[src/rtl/uart_tx_fifo_pkg.sv]
// rtl/uart_tx_fifo_pkg.sv - shared types and constants for the UART transmit path
package uart_pkg;

    typedef enum logic [1:0] {
        IDLE  = 2'd0,
        START = 2'd1,
        DATA  = 2'd2,
        STOP  = 2'd3
    } tx_state_t;

    localparam logic START_BIT = 1'b0;
    localparam logic STOP_BIT  = 1'b1;
    localparam int   DATA_BITS = 8;

endpackage

[src/rtl/uart_tx_fifo_if.sv]
// rtl/uart_tx_fifo_if.sv - producer byte handshake into the UART transmit FIFO
interface uart_tx_fifo_if;

    logic       i_valid;
    logic [7:0] i_byte;
    logic       o_ready;
    logic       o_overflow;

    modport master (
        output i_valid,
        output i_byte,
        input  o_ready,
        input  o_overflow
    );

    modport slave (
        input  i_valid,
        input  i_byte,
        output o_ready,
        output o_overflow
    );

endinterface

[src/rtl/uart_tx_fifo_sync_fifo.sv]
// rtl/uart_tx_fifo_sync_fifo.sv - single-clock FIFO with occupancy count
module sync_fifo #(
    parameter int WIDTH = 8,
    parameter int DEPTH = 4
) (
    input  logic                     i_clk,
    input  logic                     i_rst,
    input  logic                     push,
    input  logic                     pop,
    input  logic [WIDTH-1:0]         din,
    output logic [WIDTH-1:0]         dout,
    output logic                     full,
    output logic                     empty,
    output logic [$clog2(DEPTH):0]   count
);

    localparam int AW = $clog2(DEPTH);
    localparam int CW = AW + 1;

    if (DEPTH < 2 || DEPTH > 16 || (DEPTH & (DEPTH - 1)) != 0) begin : g_bad_depth
        $error("sync_fifo: DEPTH must be a power of two in 2..16");
    end

    logic [WIDTH-1:0] mem_q [DEPTH];
    logic [AW-1:0]    wptr_q, wptr_d;
    logic [AW-1:0]    rptr_q, rptr_d;
    logic [CW-1:0]    count_q, count_d;
    logic             wr_en;
    logic             rd_en;

    // A full FIFO refuses the write even when a read frees a slot this cycle.
    assign wr_en = push && !full;
    assign rd_en = pop && !empty;

    always_comb begin
        wptr_d  = wptr_q;
        rptr_d  = rptr_q;
        count_d = count_q;
        if (wr_en) begin
            wptr_d = wptr_q + AW'(1);
        end
        if (rd_en) begin
            rptr_d = rptr_q + AW'(1);
        end
        case ({wr_en, rd_en})
            2'b10:   count_d = count_q + CW'(1);
            2'b01:   count_d = count_q - CW'(1);
            default: count_d = count_q;
        endcase
    end

    always_ff @(posedge i_clk or posedge i_rst) begin
        if (i_rst) begin
            wptr_q  <= '0;
            rptr_q  <= '0;
            count_q <= '0;
        end else begin
            wptr_q  <= wptr_d;
            rptr_q  <= rptr_d;
            count_q <= count_d;
        end
    end

    always_ff @(posedge i_clk) begin
        if (wr_en) begin
            mem_q[wptr_q] <= din;
        end
    end

    assign dout  = mem_q[rptr_q];
    assign full  = (count_q == CW'(DEPTH));
    assign empty = (count_q == '0);
    assign count = count_q;

endmodule

[src/rtl/uart_tx_fifo.sv]
// rtl/uart_tx_fifo.sv - buffered 8N1 UART transmitter for the processed audio stream
module uart_tx_fifo
    import uart_pkg::*;
#(
    parameter int CLK_FREQ   = 50_000_000,
    parameter int BAUD_RATE  = 115_200,
    parameter int FIFO_DEPTH = 4
) (
    input  logic           i_clk,
    input  logic           i_rst,
    uart_tx_fifo_if.slave  s_if,
    output logic           o_tx,
    output logic           o_busy
);

    localparam int CLKS_PER_BIT = CLK_FREQ / BAUD_RATE;
    localparam int BW = (CLKS_PER_BIT < 2) ? 1 : $clog2(CLKS_PER_BIT);
    localparam int CW = $clog2(FIFO_DEPTH) + 1;
    localparam logic [BW-1:0] BAUD_LAST = BW'(CLKS_PER_BIT - 1);
    localparam logic [2:0]    IDX_LAST  = 3'(DATA_BITS - 1);

    if (CLKS_PER_BIT < 2) begin : g_bad_baud
        $error("uart_tx_fifo: CLK_FREQ / BAUD_RATE must be at least 2");
    end

    tx_state_t              state_q, state_d;
    logic [BW-1:0]          baud_q, baud_d;
    logic [2:0]             idx_q, idx_d;
    logic [DATA_BITS-1:0]   shift_q, shift_d;
    logic                   tx_q, tx_d;
    logic                   ovf_q, ovf_d;

    logic                   fifo_pop;
    logic [DATA_BITS-1:0]   fifo_dout;
    logic                   fifo_full;
    logic                   fifo_empty;
    logic [CW-1:0]          fifo_count;
    logic                   bit_done;

    sync_fifo #(
        .WIDTH (DATA_BITS),
        .DEPTH (FIFO_DEPTH)
    ) u_fifo (
        .i_clk (i_clk),
        .i_rst (i_rst),
        .push  (s_if.i_valid),
        .pop   (fifo_pop),
        .din   (s_if.i_byte),
        .dout  (fifo_dout),
        .full  (fifo_full),
        .empty (fifo_empty),
        .count (fifo_count)
    );

    assign bit_done = (baud_q == BAUD_LAST);

    always_comb begin
        state_d  = state_q;
        baud_d   = baud_q;
        idx_d    = idx_q;
        shift_d  = shift_q;
        fifo_pop = 1'b0;
        case (state_q)
            IDLE: begin
                if (!fifo_empty) begin
                    fifo_pop = 1'b1;
                    shift_d  = fifo_dout;
                    baud_d   = '0;
                    idx_d    = '0;
                    state_d  = START;
                end
            end
            START: begin
                if (bit_done) begin
                    baud_d  = '0;
                    state_d = DATA;
                end else begin
                    baud_d = baud_q + BW'(1);
                end
            end
            DATA: begin
                if (bit_done) begin
                    baud_d  = '0;
                    shift_d = {1'b0, shift_q[DATA_BITS-1:1]};
                    if (idx_q == IDX_LAST) begin
                        state_d = STOP;
                    end else begin
                        idx_d = idx_q + 3'd1;
                    end
                end else begin
                    baud_d = baud_q + BW'(1);
                end
            end
            STOP: begin
                // Chain straight into the next start bit so queued bytes leave no idle gap.
                if (bit_done) begin
                    baud_d = '0;
                    if (!fifo_empty) begin
                        fifo_pop = 1'b1;
                        shift_d  = fifo_dout;
                        idx_d    = '0;
                        state_d  = START;
                    end else begin
                        state_d = IDLE;
                    end
                end else begin
                    baud_d = baud_q + BW'(1);
                end
            end
            default: state_d = IDLE;
        endcase
    end

    // Line level follows the next state so it changes on the same edge as the FSM.
    always_comb begin
        case (state_d)
            START:   tx_d = START_BIT;
            DATA:    tx_d = shift_d[0];
            default: tx_d = STOP_BIT;
        endcase
    end

    assign ovf_d = s_if.i_valid && fifo_full;

    always_ff @(posedge i_clk or posedge i_rst) begin
        if (i_rst) begin
            state_q <= IDLE;
            baud_q  <= '0;
            idx_q   <= '0;
            shift_q <= '0;
            tx_q    <= STOP_BIT;
            ovf_q   <= 1'b0;
        end else begin
            state_q <= state_d;
            baud_q  <= baud_d;
            idx_q   <= idx_d;
            shift_q <= shift_d;
            tx_q    <= tx_d;
            ovf_q   <= ovf_d;
        end
    end

    assign s_if.o_ready    = !fifo_full;
    assign s_if.o_overflow = ovf_q;
    assign o_tx            = tx_q;
    assign o_busy          = (state_q != IDLE) || (fifo_count != '0);

endmodule

[src/flat_wrapper.sv]
// flat-port wrapper written by rule: the top's interface ports become plain ports
module uart_tx_fifo_flat import uart_pkg::*;
#(
    parameter int CLK_FREQ   = 50_000_000,
    parameter int BAUD_RATE  = 115_200,
    parameter int FIFO_DEPTH = 4
)
  (i_clk, i_rst, o_tx, o_busy, s_if_i_valid, s_if_i_byte, s_if_o_ready, s_if_o_overflow);
  uart_tx_fifo_if s_if_i ();
  input  logic i_clk;
  input  logic i_rst;
  output logic o_tx;
  output logic o_busy;
  input wire logic [$bits(s_if_i.i_valid)-1:0] s_if_i_valid;
  input wire logic [$bits(s_if_i.i_byte)-1:0] s_if_i_byte;
  output wire logic [$bits(s_if_i.o_ready)-1:0] s_if_o_ready;
  output wire logic [$bits(s_if_i.o_overflow)-1:0] s_if_o_overflow;
  assign s_if_i.i_valid = s_if_i_valid;
  assign s_if_i.i_byte = s_if_i_byte;
  assign s_if_o_ready = s_if_i.o_ready;
  assign s_if_o_overflow = s_if_i.o_overflow;
  uart_tx_fifo #(.CLK_FREQ(CLK_FREQ), .BAUD_RATE(BAUD_RATE), .FIFO_DEPTH(FIFO_DEPTH)) u_core (.i_clk(i_clk), .i_rst(i_rst), .s_if(s_if_i), .o_tx(o_tx), .o_busy(o_busy));
endmodule
[config.mk]
export PLATFORM = sky130hd
export DESIGN_NAME = uart_tx_fifo_flat
export DESIGN_NICKNAME = d
export VERILOG_FILES = /design/src/rtl/uart_tx_fifo_pkg.sv /design/src/rtl/uart_tx_fifo_if.sv /design/src/rtl/uart_tx_fifo_sync_fifo.sv /design/src/rtl/uart_tx_fifo.sv /design/src/flat_wrapper.sv
export SDC_FILE = /design/constraint.sdc
export NUM_CORES = 1
export LEC_CHECK = 0
export CORE_MARGIN = 10
export CORE_UTILIZATION = 45
export CTS_BUF_LIST = sky130_fd_sc_hd__clkbuf_4
export CTS_CLUSTER_DIAMETER = 30
export DETAILED_ROUTE_END_ITERATION = 8
export GPL_ROUTABILITY_DRIVEN = 0
export GPL_TIMING_DRIVEN = 1
export PLACE_DENSITY = 0.68
export SLEW_MARGIN = 30
export SYNTH_ARGS = -nofsm -noshare
export SYNTH_HDL_FRONTEND = slang
export SYNTH_HIERARCHICAL = 1
export SYNTH_SLANG_ARGS = --single-unit
[constraint.sdc]
create_clock -name i_clk -period 6.67 [get_ports i_clk]
set_input_delay 1.334 -clock i_clk [delete_from_list [all_inputs] [get_ports i_clk]]
set_output_delay 1.334 -clock i_clk [all_outputs]
set_load 0.02 [all_outputs]
==> metrics, run 1 <==
min cycle time layout 3.79 ns; initial antenna violation count 0; Hold Crit Class register to register; Final HPWL DP between 3 and 4 mm; final WL 5.14 mm; unique cell type count in the Yosys netlist 56; Final Setup Violations 0; Iter 0 DRT Violations 102; share of the synthesized area in the top cell type about 31%; Main synth FF type edfxtp_1; drt wl/cell 15.7 um; Crit Reg-Reg Startpoint u_core/baud_q[1]; total setup buffers inserted after CTS 0; Die X 103 um; cell area after layout 3410 sq um; Slew headroom 51.1%; sequential power share 45.4%; Cell Chain, Critical Path inv_1, ha_1, or4b_2, clkdlybuf4s50_1; Cell Area, Synth just over 3000 sq um; Pwr per Cell Area 404 nW/um^2; layout cells sized above 1 17.7%; top post-synthesis cells by area edfxtp_1 (31%), dfrtp_1 (24%), ha_1 (6.1%), mux4_2 (5.9%), mux2i_1 (2.3%); top-count cell post-synth edfxtp_1; nets 270; die area around 11,000 sq um; number of global-route vias before repair ~1.8k; setup ws final 2.88 ns; Final Hold Fails 0; startpoint types register; ant diodes 0; vias 1,767; Detail Route Antenna Nets 0; Final Skew 0.0142 ns; post_cts resized 0; Finished Layout Cells approximately 330; clock latency on the worst-skew pair 0.40 ns; fmax 264 MHz; post-place setup slack 3.32 ns; Post-Route Utilization 50.7%; Tightest Pin Transition 0.731 ns; placed cells 312; largest area contributor in the netlist edfxtp_1; clock share of power 16.9%; Net Count, Synth 252; Reg2Reg Setup Slack 3.57 ns; Row Count 30; Layout area overhead 10.8%; Hold WS 0.497 ns; largest net degree at the start of global routing 25; RSZ-0062 raised after global routing false; CTS Buf Count 9; Num Clock Sinks 63; GR Overflow Total 0; hold path startpoint u_core/idx_q[0]; Clock Root Buffer clkbuf_4; Critical Path Sink Type primary output; crit path launch u_core/state_q[1]; PortBufs 14; register area 1740 sq um; cts hold-fix bufs 0; CTS tree built; Worst path max stage delay 0.60 ns; status complete, no violations; worst-path maximum fanout 7; Req. time, crit path 5.34 ns; Syn Area/Cell roughly 14 sq um; Yosys reg bits 63; WP data arrival 2.46 ns; num ports 15; Max Slew Vio Count 0; number of synthesized flops with an enable pin 32; H-tree depth 3; slowest cell on the critical path or4b_2; Mapped Cells 225; initial core utilization between 40% and 50%; sum of negative setup slack 0 ns; GRT Total Usage 10.9%; Cell Area, Placed 3280 sq um; Final Cycle Share between 50% and 60%; core footprint 6720 sq um; Residual DRC 0; first-pass GRT wire length 9.02 mm; Comb pwr share a little under two fifths; Overall Power around 1.4 mW; DIE HEIGHT a little over 100 um; peak supply drop 194 uV; switching share of power 38.2%; CP Class register to primary output; sequential fraction of the synthesis area 56.5%; Vias per Instance 5.39; Max Cap Violations 0; commonest cells in the netlist edfxtp_1 (32), dfrtp_1 (30), nor2_1 (16); Synthesis Warnings 6; async set-reset flop share out of synthesis 49.2%; NetSw 526 uW; Power Internal 852 uW; multi-input logic area 1250 sq um; Worst-path clk slew 0.12 ns; Clock Tree Buf Depth 2; Fillers 589; Lkg Pwr 1.34 nW; DRT Pass-1 Iters 4
power groups by stage:
| stage | Clock (mW) | Combinational [mW] | Sequential, mW |
|---|---|---|---|
| 3_5_place_dp | 0 | 0.521 | 0.635 |
| 4_1_cts | 0.242 | 0.524 | 0.627 |
| 6_report | 0.233 | 0.520 | 0.626 |
| 3_3_place_gp | 0 | 0.510 | 0.629 |
| 5_1_grt | 0.262 | 0.578 | 0.643 |
| 2_1_floorplan | 0 | 0.437 | 0.590 |
flip-flops by register name (all words and copies together), names as in the netlist:
signal	flops
u_core/u_fifo/mem_q	32
u_core/baud_q	9
u_core/shift_q	8
u_core/idx_q	3
u_core/u_fifo/count	3
u_core/state_q	2
u_core/u_fifo/rptr_q	2
u_core/u_fifo/wptr_q	2
u_core/o_tx	1
u_core/s_if.o_overflow	1
critical path, delay by kind of cell, from the launching register on:
kind                     cells  cell delay (ns)
flip-flops                   1             0.48
adder cells (fa/ha/maj)      1             0.26
AND/OR/NAND/NOR              1             0.60
buffers and inverters        2             0.73
cell usage in the layout (no fill, tap or decap), types with 2 or more instances in the layout:
cell / count
mux4_2: 8
a22o_1: 6
xnor2_1: 8
and2_1: 2
o21ai_0: 5
o41ai_1: 2
nand2_1: 11
mux2i_1: 7
and2_2: 4
a21oi_1: 3
o22ai_1: 2
nor2_1: 16
nor2b_1: 2
clkinv_4: 2
dfrtp_1: 30
xor2_1: 5
nor3_1: 5
nand3_1: 2
edfxtp_1: 32
ha_1: 15
inv_6: 3
mux2_2: 2
nand4_1: 2
o2bb2ai_1: 6
clkbuf_4: 9
clkdlybuf4s50_1: 14
inv_1: 13
kinds of logic after synthesis:
family,share of synthesized area (%)
flops,56.5
simple gates,11.9
compound gates,8.70
buf+inv,3.13
mux,9.35
fa+ha+maj,6.75
xor+xnor,3.70
final timing paths:
check                                               end  cells past startpoint
worst min register to register          u_core/idx_q[0]                      1
worst max register to register   u_core/u_fifo/count[2]                     13
worst max-delay path                             o_busy                      4
worst min-delay path                    u_core/idx_q[0]                      1
min in group asynchronous       u_core/u_fifo/rptr_q[1]                      2
max in group asynchronous                   u_core/o_tx                      2
cell type report:
type / count / share of cell area (%)
Inverter: 14 / 1.54
Timing Repair Buffer: 14 / 4.11
Sequential cell: 63 / 51.0
Clock inverter: 7 / 1.65
Multi-Input combinational cell: 141 / 36.8
Clock buffer: 9 / 1.98
Tap cell: 80 / 2.94
routing by layer:
metal  share of wire [%]  vias up  global-route usage, %
met5                   0        -                      0
met4                 1.3        0                   4.56
met3                 3.4        7                   3.08
met2                  48       27                   17.3
met1                  47      865                   13.7
li1                    -      868                      -
(Power assumes the default switching activity.)
==> run 2: changes to the inputs <==
- PLACE_DENSITY: 0.68 -> 0.71
- clock period: 6.67 -> 3.4 ns (I/O delays scaled with it)
==> run 2 against run 1 <==
  * Routed wire length increased by 2.0%
  * Die area unchanged
  * Setup slack got worse by 2.6 ns
  * Cell count increased by 0.91%
  * Utilization increased by 0.22 points
  * Critical endpoint unchanged
  * Largest cell class unchanged
==> metrics, run 2 (synthesis gave the netlist of run 1 again) <==
status complete, no violations (unchanged); commonest cells after routing, fill and taps aside edfxtp_1 (32), dfrtp_1 (30), nor2_1 (16) (unchanged); Fillers 562 (was 589); Crit Reg-Reg Endpoint u_core/u_fifo/count[2] (unchanged); Worst Hold Depth 1 (unchanged); clock latency on the worst-skew pair 0.41 ns (was 0.40 ns); crit path launch u_core/state_q[1] (unchanged); Vias per Instance 5.47 (was 5.39); Row Count 30 (unchanged); Final HPWL DP 3.61 mm (was 3.54 mm); CP Class register to primary output (unchanged); ant diodes 0 (unchanged); startpoint types register (unchanged); core footprint 6720 sq um (unchanged); Residual DRC 0 (unchanged); Cell Area, Placed 3300 sq um (was 3280 sq um); Slew headroom 53.7% (was 51.1%); Max Slew Vio Count 0 (unchanged); Req. time, crit path 2.72 ns (was 5.34 ns); Final Skew 0.0137 ns (was 0.0142 ns); initial antenna violation count 0 (unchanged); Hold Crit Endpoint u_core/idx_q[0] (unchanged); Crit Reg-Reg Startpoint u_core/baud_q[1] (unchanged); DIE HEIGHT 103 um (unchanged); Reg2Reg Setup Slack 0.60 ns (was 3.57 ns); Layout area overhead 11.3% (was 10.8%); R2R depth 13 (unchanged); Tightest Pin Transition 0.695 ns (was 0.731 ns); hold path startpoint u_core/idx_q[0] (unchanged); drt wl/cell 15.8 um (was 15.7 um); cell area after layout 3420 sq um (was 3410 sq um); die area 10,500 sq um (unchanged); Clock Root Buffer clkbuf_4 (unchanged); nets 273 (was 270); CTS Buf Count 9 (unchanged); Lkg Pwr 1.35 nW (was 1.34 nW); Largest Register u_core/u_fifo/mem_q (unchanged); sum of negative setup slack 0 ns (unchanged); fmax about 320 MHz; worst-path maximum fanout 7 (unchanged); vias 1,809 (was 1,767); peak supply drop 365 uV (was 194 uV); Final Cycle Share 91.7%; Hold Crit Class register to register (unchanged); commonest non-fill, non-tap cell in the layout edfxtp_1 (unchanged); Final Hold Fails 0 (unchanged); Detail Route Antenna Nets 0 (unchanged); first-pass GRT wire length 8.88 mm (was 9.02 mm); initial core utilization 45.8% (unchanged); total setup buffers inserted after CTS 0 (unchanged); cts hold-fix bufs 0 (unchanged); PortBufs 14 (unchanged); GR Overflow Total 0 (unchanged); layout cells sized above 1 18.7% (was 17.7%); Top Registers u_core/u_fifo/mem_q (32), u_core/baud_q (9), u_core/shift_q (8) (unchanged); Max Cap Violations 0 (unchanged); WP data arrival 2.44 ns (was 2.46 ns); GRT Total Usage 11.0% (was 10.9%); Pwr per Cell Area 790 nW/um^2 (was 404 nW/um^2); largest net degree at the start of global routing 25 (unchanged); number of global-route vias before repair 1,826 (was 1,832); CTS tree built (unchanged); DRT Pass-1 Iters 4 (unchanged); min cycle time layout 3.12 ns; Critical Path Sink Type primary output (unchanged); Worst-path clk slew 0.12 ns (about the same); max FFs per register 32 (unchanged); H-tree depth 3 (unchanged); num ports 15 (unchanged); Final Setup Violations 0 (unchanged); post_cts resized 0 (unchanged); Iter 0 DRT Violations 75 (was 102); Die X 103 um (unchanged); Clock Tree Buf Depth 2 (unchanged); final WL 5.24 mm (was 5.14 mm); RSZ-0062 raised after global routing false (unchanged); Num Clock Sinks 63 (unchanged)
run 2: how the worst max path moves through the flow:
stage,end,slack (ns)
2_1_floorplan,u_core/u_fifo/count[2],0.73
6_report,o_busy,0.28
3_3_place_gp,u_core/u_fifo/count[2],0.73
5_1_grt,o_busy,0.14
4_1_cts,o_busy,0.23
3_5_place_dp,u_core/u_fifo/count[2],0.63
run 2: routing by layer:
layer  GRT usage (%)  routed length (um)  vias up
met3            2.55                 148        9
met4            6.51                 122        0
met5               0                   0        -
met1            14.1                2440      903
li1                -                   -      871
met2            16.6                2530       26
run 2: layout make-up:
| class | count | area, sq um | share of cell area (%) |
|---|---|---|---|
| clock buffer | 9 | 67.6 | 1.97 |
| clock inverter | 7 | 55.1 | 1.61 |
| tap | 80 | 100 | 2.92 |
| timing repair buffer | 17 | 163 | 4.75 |
| multi-input combinational | 141 | 1250 | 36.4 |
| inverter | 14 | 52.6 | 1.54 |
| sequential | 63 | 1740 | 50.8 |
run 2: power by group:
| group | total (mW) | internal (mW) | leakage, nW | switching (mW) |
|---|---|---|---|---|
| Clock | 0.456 | 0.157 | 0.0633 | 0.299 |
| Combinational | 1.05 | 0.507 | 0.590 | 0.546 |
| Sequential | 1.20 | 1.02 | 0.696 | 0.179 |
| Total | 2.71 | 1.68 | 1.35 | 1.02 |
run 2: through the flow:
step | hold slack, ns | power [mW] | std cells | util (%) | worst slack, ns
5_1_grt | 0.531 | 2.91 | 331 | 50.9 | 0.136
3_3_place_gp | 0.482 | 2.25 | 315 | 49.1 | 0.728
3_5_place_dp | 0.486 | 2.28 | 315 | 49.1 | 0.633
4_1_cts | 0.505 | 2.75 | 331 | 50.9 | 0.225
2_1_floorplan | 0.457 | 2.01 | 225 | - | 0.728
6_report | 0.509 | 2.71 | 331 | 50.9 | 0.283
run 2: worst max-delay path, cell delays in order, from the launching register on:
cell and delay (ns):
dfrtp_1 0.46, inv_1 0.16, ha_1 0.25, or4b_2 0.60, clkdlybuf4s50_1 0.57
